## config.mk

```make
export PLATFORM = sky130hd
export DESIGN_NAME = bypass_fifo_arbiter_flat
export DESIGN_NICKNAME = d
export VERILOG_FILES = /design/src/rtl/bypass_fifo_arbiter_pkg.sv /design/src/rtl/bypass_fifo_arbiter_if.sv /design/src/rtl/bypass_fifo_arbiter_rr_pick.sv /design/src/rtl/bypass_fifo_arbiter.sv /design/src/flat_wrapper.sv
export SDC_FILE = /design/constraint.sdc
export NUM_CORES = 1
export LEC_CHECK = 0
export CELL_PAD_IN_SITES_DETAIL_PLACEMENT = 2
export CELL_PAD_IN_SITES_GLOBAL_PLACEMENT = 2
export CORE_ASPECT_RATIO = 0.5
export CORE_MARGIN = 5
export CORE_UTILIZATION = 29
export DETAILED_ROUTE_END_ITERATION = 16
export PLACE_DENSITY_LB_ADDON = 0.05
export SETUP_SLACK_MARGIN = 0.2
export SLEW_MARGIN = 10
export SYNTH_ARGS = -nofsm -noshare
export SYNTH_HDL_FRONTEND = slang
export SYNTH_SLANG_ARGS = --single-unit
```

## constraint.sdc

```tcl
create_clock -name CLK -period 8.8 [get_ports CLK]
set_input_delay 1.32 -clock CLK [delete_from_list [all_inputs] [get_ports CLK]]
set_output_delay 1.32 -clock CLK [all_outputs]
set_load 0.03 [all_outputs]
```

## src/rtl/bypass_fifo_arbiter_pkg.sv

```systemverilog
// ============================================================================
// Package : bypass_arb_pkg
// Shared constants and the round-robin one-hot pick helper.
// Revision: 1.0
// ============================================================================
`default_nettype none

package bypass_arb_pkg;

  localparam int MAX_REQ = 8;

  function automatic int CNT_W(input int n);
    return $clog2(n + 1);
  endfunction

  // First set bit of elig searching from ptr+1, wrapping modulo n.
  function automatic logic [MAX_REQ-1:0] rr_pick(
    input logic [MAX_REQ-1:0] elig,
    input logic [2:0]         ptr,
    input int                 n = MAX_REQ
  );
    logic [MAX_REQ-1:0] pick;
    logic [2:0]         idx;
    logic               found;
    pick  = '0;
    found = 1'b0;
    for (int k = 1; k <= MAX_REQ; k++) begin
      if (k <= n) begin
        idx = 3'((int'(ptr) + k) % n);
        if (!found && elig[idx]) begin
          pick[idx] = 1'b1;
          found     = 1'b1;
        end
      end
    end
    return pick;
  endfunction

endpackage

`default_nettype wire

```

## src/rtl/bypass_fifo_arbiter_if.sv

```systemverilog
// ============================================================================
// Interface : bypass_fifo_arbiter_if
// Requester, FIFO-enqueue and epoch signals of the bypass FIFO arbiter.
// Revision  : 1.0
// ============================================================================
`default_nettype none

interface bypass_fifo_arbiter_if #(
  parameter int width = 0,
  parameter int n_req = 4
) ();
  import bypass_arb_pkg::*;

  logic [n_req-1:0]           REQ;
  logic [n_req*(width+1)-1:0] REQ_VALUE;
  logic [n_req-1:0]           GRANT;
  logic                       FIFO_NOT_FULL;
  logic                       FIFO_ENQ;
  logic [width:0]             FIFO_ENQ_VALUE;
  logic                       EPOCH_END;
  logic [n_req-1:0]           SERVED;
  logic                       ALL_SERVED;
  logic [CNT_W(n_req)-1:0]    EPOCH_COUNT;

  modport slave (
    input  REQ, REQ_VALUE, FIFO_NOT_FULL, EPOCH_END,
    output GRANT, FIFO_ENQ, FIFO_ENQ_VALUE, SERVED, ALL_SERVED, EPOCH_COUNT
  );

  modport master (
    output REQ, REQ_VALUE, FIFO_NOT_FULL, EPOCH_END,
    input  GRANT, FIFO_ENQ, FIFO_ENQ_VALUE, SERVED, ALL_SERVED, EPOCH_COUNT
  );

endinterface

`default_nettype wire

```

## src/rtl/bypass_fifo_arbiter_rr_pick.sv

```systemverilog
// ============================================================================
// Module  : rr_pick_onehot
// Combinational rotate / priority-encode / unrotate round-robin picker.
// Revision: 1.0
// ============================================================================
`default_nettype none

module rr_pick_onehot
  import bypass_arb_pkg::*;
#(
  parameter int N = 4
) (
  input  wire logic [N-1:0]         elig,
  input  wire logic [$clog2(N)-1:0] ptr,
  output logic      [N-1:0]         grant
);

  always_comb begin
    grant = N'(rr_pick(MAX_REQ'(elig), 3'(ptr), N));
  end

endmodule

`default_nettype wire

```

## src/rtl/bypass_fifo_arbiter.sv

```systemverilog
// ============================================================================
// Module  : bypass_fifo_arbiter
// Round-robin arbiter sharing one bypass FIFO's enqueue port among n_req
// requesters. Macro BYPASS_ARB_EPOCH_ONCE_EN limits each requester to one
// enqueue per epoch.
// Revision: 1.0
// ============================================================================
`default_nettype none

module bypass_fifo_arbiter
  import bypass_arb_pkg::*;
#(
  parameter int width = 0,
  parameter int n_req = 4
) (
  input wire logic             CLK,
  input wire logic             RST,
  bypass_fifo_arbiter_if.slave bus
);

  localparam int PW = $clog2(n_req);
  localparam int CW = CNT_W(n_req);

  logic [PW-1:0]    ptr;
  logic [PW-1:0]    gidx;
  logic [n_req-1:0] served;
  logic [n_req-1:0] mask;
  logic [n_req-1:0] elig;
  logic [n_req-1:0] pick;
  logic [n_req-1:0] grant;
  logic [CW-1:0]    cnt;
  logic [width:0]   enq_value;

`ifdef BYPASS_ARB_EPOCH_ONCE_EN
  assign mask = served;
`else
  assign mask = '0;
`endif

  assign elig = bus.REQ & ~mask;

  rr_pick_onehot #(.N(n_req)) u_pick (
    .elig  (elig),
    .ptr   (ptr),
    .grant (pick)
  );

  // Reset gates the grant combinationally so a mid-cycle reset withdraws it.
  assign grant = (!RST && bus.FIFO_NOT_FULL) ? pick : '0;

  always_comb begin
    enq_value = '0;
    gidx      = '0;
    for (int i = 0; i < n_req; i++) begin
      if (grant[i]) begin
        enq_value = enq_value | bus.REQ_VALUE[i*(width+1) +: width+1];
        gidx      = PW'(i);
      end
    end
  end

  always_ff @(posedge CLK or posedge RST) begin
    if (RST) begin
      ptr    <= PW'(n_req - 1);
      served <= '0;
      cnt    <= '0;
    end else begin
      if (|grant) ptr <= gidx;
      if (bus.EPOCH_END) begin
        served <= '0;
        cnt    <= '0;
      end else if (|grant) begin
        served <= served | grant;
        if (cnt != '1) cnt <= cnt + CW'(1);
      end
    end
  end

  assign bus.GRANT          = grant;
  assign bus.FIFO_ENQ       = |grant;
  assign bus.FIFO_ENQ_VALUE = enq_value;
  assign bus.SERVED         = served;
  assign bus.ALL_SERVED     = &served;
  assign bus.EPOCH_COUNT    = cnt;

endmodule

`default_nettype wire

```

## src/flat_wrapper.sv

```systemverilog
// flat-port wrapper written by rule: the top's interface ports become plain ports
module bypass_fifo_arbiter_flat import bypass_arb_pkg::*;
#(
  parameter int width = 0,
  parameter int n_req = 4
)
  (CLK, RST, bus_REQ, bus_REQ_VALUE, bus_FIFO_NOT_FULL, bus_EPOCH_END, bus_GRANT, bus_FIFO_ENQ, bus_FIFO_ENQ_VALUE, bus_SERVED, bus_ALL_SERVED, bus_EPOCH_COUNT);
  bypass_fifo_arbiter_if #(.width(width), .n_req(n_req)) bus_i ();
  input wire logic CLK;
  input wire logic RST;
  input wire logic [$bits(bus_i.REQ)-1:0] bus_REQ;
  input wire logic [$bits(bus_i.REQ_VALUE)-1:0] bus_REQ_VALUE;
  input wire logic [$bits(bus_i.FIFO_NOT_FULL)-1:0] bus_FIFO_NOT_FULL;
  input wire logic [$bits(bus_i.EPOCH_END)-1:0] bus_EPOCH_END;
  output wire logic [$bits(bus_i.GRANT)-1:0] bus_GRANT;
  output wire logic [$bits(bus_i.FIFO_ENQ)-1:0] bus_FIFO_ENQ;
  output wire logic [$bits(bus_i.FIFO_ENQ_VALUE)-1:0] bus_FIFO_ENQ_VALUE;
  output wire logic [$bits(bus_i.SERVED)-1:0] bus_SERVED;
  output wire logic [$bits(bus_i.ALL_SERVED)-1:0] bus_ALL_SERVED;
  output wire logic [$bits(bus_i.EPOCH_COUNT)-1:0] bus_EPOCH_COUNT;
  assign bus_i.REQ = bus_REQ;
  assign bus_i.REQ_VALUE = bus_REQ_VALUE;
  assign bus_i.FIFO_NOT_FULL = bus_FIFO_NOT_FULL;
  assign bus_i.EPOCH_END = bus_EPOCH_END;
  assign bus_GRANT = bus_i.GRANT;
  assign bus_FIFO_ENQ = bus_i.FIFO_ENQ;
  assign bus_FIFO_ENQ_VALUE = bus_i.FIFO_ENQ_VALUE;
  assign bus_SERVED = bus_i.SERVED;
  assign bus_ALL_SERVED = bus_i.ALL_SERVED;
  assign bus_EPOCH_COUNT = bus_i.EPOCH_COUNT;
  bypass_fifo_arbiter #(.width(width), .n_req(n_req)) u_core (.CLK(CLK), .RST(RST), .bus(bus_i));
endmodule
```

[Yosys cells after proc, flatten, opt, wreduce, memory -nomap -nowiden]
Cells that the tools add are included.
Storage, ports and cells
  flip-flop bits (word level): 9
  input bits: 12
  output and inout bits: 14
  word-level logic and storage cells: 85
Operators by class
  add/sub/neg operators: 5
  magnitude comparators: 8
  eq/ne operators: 1
  multiplexer cells: 36
  bitwise logic cells: 11
  reduce and logical (&&, ||, !) cells: 21
Operators by type and width (count)
  $mux W4: 7
  $lt A3 B4 Y1 const B: 4
  $mux W1: 16
  $or A4 B4 Y4: 4
  $bmux W1 S3: 4
  $demux W1 S3: 4
  $ge A3 B1 Y1 const B: 4
  $mux W3: 3
  $logic_and A1 B1 Y1: 8
  $reduce_or A2 Y1: 4
  $add A2 B1 Y2 const B: 2
  $add A2 B2 Y2 const B: 2
  $and A1 B1 Y1 const A: 4
  $logic_not A1 Y1: 4
  $mux W2: 2
  $reduce_and A4 Y1: 1
  $reduce_bool A2 Y1: 2
  $reduce_or A4 Y1: 1
  $add A3 B1 Y3 const B: 1
  $ne A3 B3 Y1 const B: 1
  $or A1 B1 Y1: 3
  $reduce_and A2 Y1: 1

[Logic depth before layout (Yosys ltp)]
Gate-level depths: netlist of run 1.
  word-level depth: 23
  mapped depth: 10
  gate-level depth less buffers: 9

[Cells and area by module]
From an unflattened synthesis of run 1, not the netlist that was laid out.
Second synthesis, totals
  cell total of the unflattened synthesis: 91
  area, all modules: 855.8 um2
By module, submodules not included
  bypass_fifo_arbiter: instances 1, cells an instance 53, area each 498.0 um2, sequential area each 227.7 um2
  rr_pick_onehot: instances 1, cells an instance 38, area each 357.8 um2, sequential area each 0.0 um2

[Worst setup path after synthesis of run 1]
No wires, ideal clock.
  path kind: input-to-output
  start: in bus_REQ[1]
  end: out bus_FIFO_ENQ_VALUE
  data arrival time: 3.184 ns
  data required time: 7.480 ns
  path slack: 4.296 ns
  stages: 6
  path buffers: 0
  path through: mux4_2 -> nor3b_1 -> o22ai_1 -> a21oi_1 -> a222oi_1 -> nand2_1
RTL lines
  start: declaration: line flat_wrapper.sv:11  | input wire logic [$bits(bus_i.REQ)-1:0] bus_REQ;
  $bmux W1 S3: line bypass_fifo_arbiter_pkg.sv:30  | if (!found && elig[idx]) begin
  $mux W1 (not written as such): line bypass_fifo_arbiter_pkg.sv:30
  $mux W1: line bypass_fifo_arbiter_pkg.sv:30
  $logic_not A1 Y1: line bypass_fifo_arbiter_pkg.sv:30
  $logic_and A1 B1 Y1: line bypass_fifo_arbiter_pkg.sv:30
  $mux W1: line bypass_fifo_arbiter_pkg.sv:30
  $logic_not A1 Y1: line bypass_fifo_arbiter_pkg.sv:30
  $logic_and A1 B1 Y1: line bypass_fifo_arbiter_pkg.sv:30
  (+3 left out)
  $mux W4 (*): line bypass_fifo_arbiter_pkg.sv:30
  $mux W4 (*): line bypass_fifo_arbiter.sv:49  | assign grant = (!RST && bus.FIFO_NOT_FULL) ? pick : '0;
  net bus_GRANT[1]: line flat_wrapper.sv:15  | output wire logic [$bits(bus_i.GRANT)-1:0] bus_GRANT;
  $mux W1 (*): line bypass_fifo_arbiter.sv:55  | if (grant[i]) begin
  $or A1 B1 Y1: line bypass_fifo_arbiter.sv:56  | enq_value = enq_value | bus.REQ_VALUE[i*(width+1) +: width+1];
  $mux W1 (*): line bypass_fifo_arbiter.sv:55
  $or A1 B1 Y1: line bypass_fifo_arbiter.sv:56
  $mux W1 (*): line bypass_fifo_arbiter.sv:55
  end: declaration: line flat_wrapper.sv:17  | output wire logic [$bits(bus_i.FIFO_ENQ_VALUE)-1:0] bus_FIFO_ENQ_VALUE;
The timed path passes the listed nets; every way through them passes the cells marked *. The select of a mux whose other input is x is not followed.

[Worst setup path after layout of run 1]
  start: in bus_REQ[2]
  end: out bus_FIFO_ENQ_VALUE
On the way
  cells in the longest elaborated chain, start to end: 20
RTL lines (line)
  $bmux W1 S3: bypass_fifo_arbiter_pkg.sv:30
  $mux W1 (not written as such): bypass_fifo_arbiter_pkg.sv:30
  $mux W1: bypass_fifo_arbiter_pkg.sv:30
  $logic_not A1 Y1: bypass_fifo_arbiter_pkg.sv:30
  $logic_and A1 B1 Y1: bypass_fifo_arbiter_pkg.sv:30
  $mux W1: bypass_fifo_arbiter_pkg.sv:30
  $logic_not A1 Y1: bypass_fifo_arbiter_pkg.sv:30
  $logic_and A1 B1 Y1: bypass_fifo_arbiter_pkg.sv:30
  (+4 left out)
  $mux W4 (*): bypass_fifo_arbiter.sv:49
  $mux W1: bypass_fifo_arbiter.sv:55
  $or A1 B1 Y1: bypass_fifo_arbiter.sv:56
  $mux W1: bypass_fifo_arbiter.sv:55
  $or A1 B1 Y1: bypass_fifo_arbiter.sv:56
  $mux W1: bypass_fifo_arbiter.sv:55
  $or A1 B1 Y1: bypass_fifo_arbiter.sv:56
  $mux W1 (*): bypass_fifo_arbiter.sv:55
Mark *: on every way between the ends. The rest lies on a longest branch, timed or not. The select of a mux whose other input is x is not followed.

==> flow_summary.toml, run 1 <==
[timing]
skew_ns = 0.00418
finalCritPeriodShare_pct = 62.3
drv_slew = 0
timing.fmax_mhz = 182
hold_viol = 0
relSlewSlack_pct = 71.0
fin_crit_ns = 5.48
fin_setup_tns_ns = 0
rsz0062_at_grt = "no"
finalSetupViolCount = 0
worst_pin_slew_ns = 0.432

[job]
max_cap_viol_count = 0

[clocking]
insertion_delay_ns = 0.23
postCtsHoldBufs = 0
cts_setup_buffers = 0
clockRootBuffer = "clkbuf_8"
cts_max_path_buffers = 2
cts.repair.resized = 0
cts_num_sinks = 9
numCtsBuffers = 3
cts_max_level = 1
cts_tree = "built"
clk_pin_slew_ns = 0.05

[grt]
antenna_found_initial = 0
grt_pass1_wl_mm = 4.65
grt_overflow = 0
grtUsageTotal_pct = 13.6
grt_pass1_vias = 888
grt_max_degree = 15

[setup_path]
worst-path-buf-inv = 2
critPathArrivalTime_ns = 4.16
reg2reg_slack_ns = 5.62
crit_family = "buffers and inverters"
r2r_start = "u_core.ptr[0]"
reg2regPathDepth = 9
r2r-end = "u_core.bus.EPOCH_COUNT[0]"
slowest_stage = "mux4_2"
cp_max_fo = 8
endpoint_kind = "output pin"
critical_path_class = "in2out"
crit_chain = "clkdlybuf4s50_1, mux4_2, nand2_1, o21ai_0, a211o_1, and2_1, a222oi_1, nand2_1, clkdlybuf4s50_1"
required_ns = 7.48
start_kind = "primary input"
critical_path.max_stage_delay_ns = 0.61

[final_layout]
drive_gt1_share_pct = 11.0
fillers = 348
nNetsFinal = 150
fin_cells = 167
n_antenna_cell = 0
areaGrowthSynthToFinish_pct = 37.4
regArea_sq_um = 228
multi_input_area_sq_um = 621

[route]
drc = 0
wirelength_mm = 2.58
vias_per_cell = 5.01
ant_nets = 0
detail_route.first_pass.iterations = 4
wl_per_cell_microns = 15.4
drt_iter0_markers = 15
vias = 837

[synthesis]
ys_seq_area_share_pct = 25.7
synth_nets = 122
postSynthCellCount = 100
avgSynthCellArea_sq_um = 8.86
yosysWarnings = 0
ys.flop_type = "dfrtp_1"
synth_cell_type_count = 34
syn_area_sq_um = 886
ys_ff_latch = 9
async_flop_share_pct = 100
synth_edf_count = 0

[outcome]
status = "finished clean"

[floorplanning]
core_area_sq_um = 2960
core.rowCount = 14
die_y_microns = 49.1
floorplan.initialDensity_pct = 29.9
die_area_sq_um = 4330
fp.dieW_microns = 88.2
io_pins = 26

[power_and_ir_drop]
p_leak_nw = 0.537
ir_drop_v = 0.000142
power_density_nw_per_um2 = 330

[worst_hold_path]
min_path_cells = 2
hold-path-endpoint = "u_core.bus.SERVED[1]"
hp-start = "u_core.bus.SERVED[1]"
hold_path_class = "reg2reg"

[placement]
place.gp.congestion = 0.770
hpwl_mm = 2.02
dpl.cell_count = 163
numPortBuffers = 25
worst max path at each step:
stage / start / to / slack, ns / cells past startpoint
floorplan: bus_REQ[1] / bus_FIFO_ENQ_VALUE / 4.30 / 6
global placement: bus_REQ[2] / bus_FIFO_ENQ_VALUE / 3.39 / 9
detailed placement: bus_REQ[2] / bus_FIFO_ENQ_VALUE / 3.35 / 9
CTS: bus_REQ[2] / bus_FIFO_ENQ_VALUE / 3.32 / 9
global route: bus_REQ[3] / bus_FIFO_ENQ_VALUE / 3.14 / 9
finish: bus_REQ[2] / bus_FIFO_ENQ_VALUE / 3.32 / 9
kinds of logic (layout without fill, tap and decap cells):
group / after synthesis / after routing / share of synthesized area (%)
buffers and inverters: 8 / 35 / 4.24
flip-flops: 9 / 9 / 25.7
AO/OA/AOI/OAI: 24 / 24 / 18.9
AND/OR/NAND/NOR: 43 / 43 / 25.4
multiplexers: 6 / 6 / 11.6
adder cells (fa/ha/maj): 10 / 10 / 14.1
cell type report:
class | count | share of cell area [%]
multi-input combinational | 83 | 51.0
inverter | 6 | 1.85
timing repair buffer | 25 | 20.6
tap | 40 | 4.11
clock buffer | 3 | 3.39
clock inverter | 1 | 0.411
sequential | 9 | 18.7
where the power goes:
group | internal, W | leakage (nW) | switching, W
registers | 0.0000582 | 0.117 | 0.0000231
clock network | 0.0000308 | 0.0255 | 0.0000158
logic | 0.000121 | 0.395 | 0.000153
total | 0.000210 | 0.537 | 0.000192
worst min-delay path: stages, from the launching register on:
cell	delay, ns
dfrtp_1	0.36
nor2_1	0.06
nor2_1	0.07
sequential cells by signal (all words and copies together) (netlist names):
signal                  count
u_core.bus.EPOCH_COUNT      3
u_core.bus.SERVED           4
u_core.ptr                  2
per-layer routing:
metal | vias up | track usage, % | routed length (microns)
met2 | 21 | 21.3 | 1160
met3 | 2 | 3.37 | 125
li1 | 407 | - | -
met1 | 407 | 19.2 | 1280
met5 | - | 0 | 0
met4 | 0 | 2.26 | 9
Yosys cell counts (2+ instances only):
library cell  number  area, sq um
dfrtp_1            7          175
dfstp_2            2         52.6
o22ai_1            2         12.5
ha_1              10          125
nor2b_1            2         12.5
o21ai_2            2         17.5
and3b_1            3         26.3
a21oi_1            4         20.0
nor2_1            11         41.3
inv_1              6         22.5
o21ai_0            3         15.0
and2_1             3         18.8
o21ai_1            2         10.0
mux4_2             3         67.6
nand2_1           13         48.8
o21a_1             2         15.0
mux2i_1            2         20.0
a21o_1             2         15.0
nor3b_1            3         22.5
nand2b_1           4         25.0
metrics by stage:
| step | utilization (%) | area, sq um | setup WS, ns | hold WS, ns | power [W] |
|---|---|---|---|---|---|
| 4_1_cts | 41.1 | 1220 | 3.32 | 0.538 | 0.000410 |
| 6_report | 41.1 | 1220 | 3.32 | 0.528 | 0.000402 |
| 3_3_place_gp | 39.6 | 1170 | 3.39 | 0.520 | 0.000356 |
| 2_1_floorplan | - | 886 | 4.30 | 0.489 | 0.000273 |
| 3_5_place_dp | 39.6 | 1170 | 3.35 | 0.523 | 0.000360 |
| 5_1_grt | 41.1 | 1220 | 3.14 | 0.570 | 0.000445 |
layout by cell type, fill, tap and decap left out, drive strengths merged, types with 2 or more instances in the layout:
master / Yosys / final
a21o: 2 / 2
a21oi: 5 / 5
and2: 3 / 3
and3b: 3 / 3
clkbuf: 0 / 3
clkdlybuf4s50: 0 / 25
dfrtp: 7 / 7
dfstp: 2 / 2
ha: 10 / 10
inv: 6 / 6
mux2i: 2 / 2
mux4: 3 / 3
nand2: 13 / 13
nand2b: 4 / 4
nor2: 11 / 11
nor2b: 2 / 2
nor3b: 3 / 3
o21a: 2 / 2
o21ai: 7 / 7
o22ai: 2 / 2
Note: power is estimated with default switching activity, not from simulation.
==> run 2, diff against run 1 <==
--- a/config.mk
+++ b/config.mk
@@ -9,7 +9,7 @@
 export CELL_PAD_IN_SITES_GLOBAL_PLACEMENT = 2
 export CORE_ASPECT_RATIO = 0.5
 export CORE_MARGIN = 5
-export CORE_UTILIZATION = 29
+export CORE_UTILIZATION = 27
 export DETAILED_ROUTE_END_ITERATION = 16
 export PLACE_DENSITY_LB_ADDON = 0.05
 export SETUP_SLACK_MARGIN = 0.2
==> constraint.sdc (replaced) <==
create_clock -name CLK -period 5.31 [get_ports CLK]
set_input_delay 0.7965 -clock CLK [delete_from_list [all_inputs] [get_ports CLK]]
set_output_delay 0.7965 -clock CLK [all_outputs]
set_load 0.03 [all_outputs]
==> run 2 against run 1 <==
  * Sequential cell count unchanged
  * Cell count stayed put
  * Non-clock buffer count stayed put
  * Via count grew 0.36%
  * Power is 67% higher
  * Clock power increased by 73%
  * First-iteration DRC count down 40%
  * Count of clock-buffer cells in the layout is 1 higher
  * Register-to-register slack got worse by 3.5 ns
  * Sequential share of layout area hardly changed
  * Critical endpoint unchanged
  * Largest cell class unchanged
  * Largest power group unchanged
==> flow_summary.toml, run 2 (synthesis gave the netlist of run 1 again) <==
[clocking]
numCtsBuffers = 3
insertion_delay_ns = 0.23
cts_setup_buffers = 0
cts_tree = "built"
cts.repair.resized = 0
postCtsHoldBufs = 0
cts_max_path_buffers = 2
cts_max_level = 1
clk_pin_slew_ns = 0.05
clockRootBuffer = "clkbuf_8"
cts_num_sinks = 9

[timing]
hold_viol = 0
drv_slew = 0
relSlewSlack_pct = 69.6
fin_ws_ns = 0.851
whs_ns = 0.531
fin_setup_tns_ns = 0
finalSetupViolCount = 0
skew_ns = 0.00101
fin_crit_ns = 4.46
timing.fmax_mhz = 224
rsz0062_at_grt = "no"
finalCritPeriodShare_pct = 84.0
worst_pin_slew_ns = 0.453

[route]
drc = 0
wl_per_cell_microns = 16.4
wl_met2_mm = 1.26
dr_wl_met3_microns = 132
vias = 840
detail_route.first_pass.iterations = 4
dr.max_layer_used = "met4"
ant_nets = 0
drt_iter0_markers = 9
vias_per_cell = 5.03
wl_met1_mm = 1.33
wirelength_mm = 2.74

[final_layout]
nNetsFinal = 150
largest_reg_flops = 4
most-common-layout-cells = "clkdlybuf4s50_1 (25), nand2_1 (13), nor2_1 (11)"
utilization_pct = 39.7
drive_gt1_share_pct = 10.2
n_antenna_cell = 0
areaGrowthSynthToFinish_pct = 37.3
final_common_cell = "clkdlybuf4s50_1"

[grt]
grt_pass1_vias = 940
grt_max_degree = 15
antenna_found_initial = 0
grt_overflow = 0
grtUsageTotal_pct = 12.5
grt_pass1_wl_mm = 4.64

[power_and_ir_drop]
power_density_nw_per_um2 = 553
p_leak_nw = 0.534
total_power_w = 0.000673
ir_drop_v = 0.000244

[floorplanning]
io_pins = 26
core_area_sq_um = 3070
floorplan.initialDensity_pct = 28.9
core.rowCount = 14
die_area_sq_um = 4600
fp.dieW_microns = 91.0
die_y_microns = 50.5

[setup_path]
required_ns = 4.51
critical_path_class = "in2out"
start_kind = "primary input"
reg2reg_slack_ns = 2.13
critPathArrivalTime_ns = 3.66
endpoint_kind = "output pin"
cp_max_fo = 8

[placement]
numPortBuffers = 25
place.gp.congestion = 0.727
hpwl_mm = 2.08
place_ws_ns = 0.879

[outcome]
status = "finished clean"

[worst_hold_path]
hold_path_class = "reg2reg"

[job]
max_cap_viol_count = 0
run 2: changes by cell type in the layout (fill, tap and decap cells not counted), sizes merged:
cell    change
clkbuf      +1
clkinv      -1
run 2: final timing paths:
kind                            cells after the start                 start                         to
worst max-delay path                                8            bus_REQ[1]         bus_FIFO_ENQ_VALUE
worst min-delay path                                2  u_core.bus.SERVED[1]       u_core.bus.SERVED[1]
worst max register to register                      9         u_core.ptr[0]  u_core.bus.EPOCH_COUNT[0]
worst min register to register                      2  u_core.bus.SERVED[1]       u_core.bus.SERVED[1]
max in group asynchronous                           2                   RST              u_core.ptr[1]
min in group asynchronous                           2                   RST  u_core.bus.EPOCH_COUNT[2]
run 2: worst max-delay path: stages:
cell and delay (ns):
clkdlybuf4s50_1 0.54, mux4_2 0.61, nor4bb_1 0.41, a211o_1 0.22
and2_1 0.21, a222oi_1 0.12, nand2_1 0.09, clkdlybuf4s50_1 0.66
run 2: area by class of cell:
class	count	area, sq um
Clock buffer	4	45.0
Fill cell	355	1850
Inverter	6	22.5
Multi-Input combinational cell	83	621
Sequential cell	9	228
Tap cell	40	50.0
Timing Repair Buffer	25	250
run 2: routing by layer:
| metal | GRT usage, % | vias up |
|---|---|---|
| met1 | 15.8 | 407 |
| met3 | 4.18 | 2 |
| met4 | 2.20 | 0 |
| met5 | 0 | - |
| li1 | - | 412 |
| met2 | 21.4 | 19 |
run 2: through the flow:
| step | std cells | cell area, sq um |
|---|---|---|
| after CTS | 167 | 1220 |
| after global placement | 163 | 1170 |
| after floorplan | 100 | 886 |
| final | 167 | 1220 |
| after detailed placement | 163 | 1170 |
| after global routing | 167 | 1220 |
run 2: power breakdown:
group	leakage (nW)	total [W]	internal (W)	switching, W
combinational	0.395	0.000456	0.000200	0.000256
clock	0.0228	0.0000806	0.0000524	0.0000282
sequential	0.117	0.000136	0.0000965	0.0000398
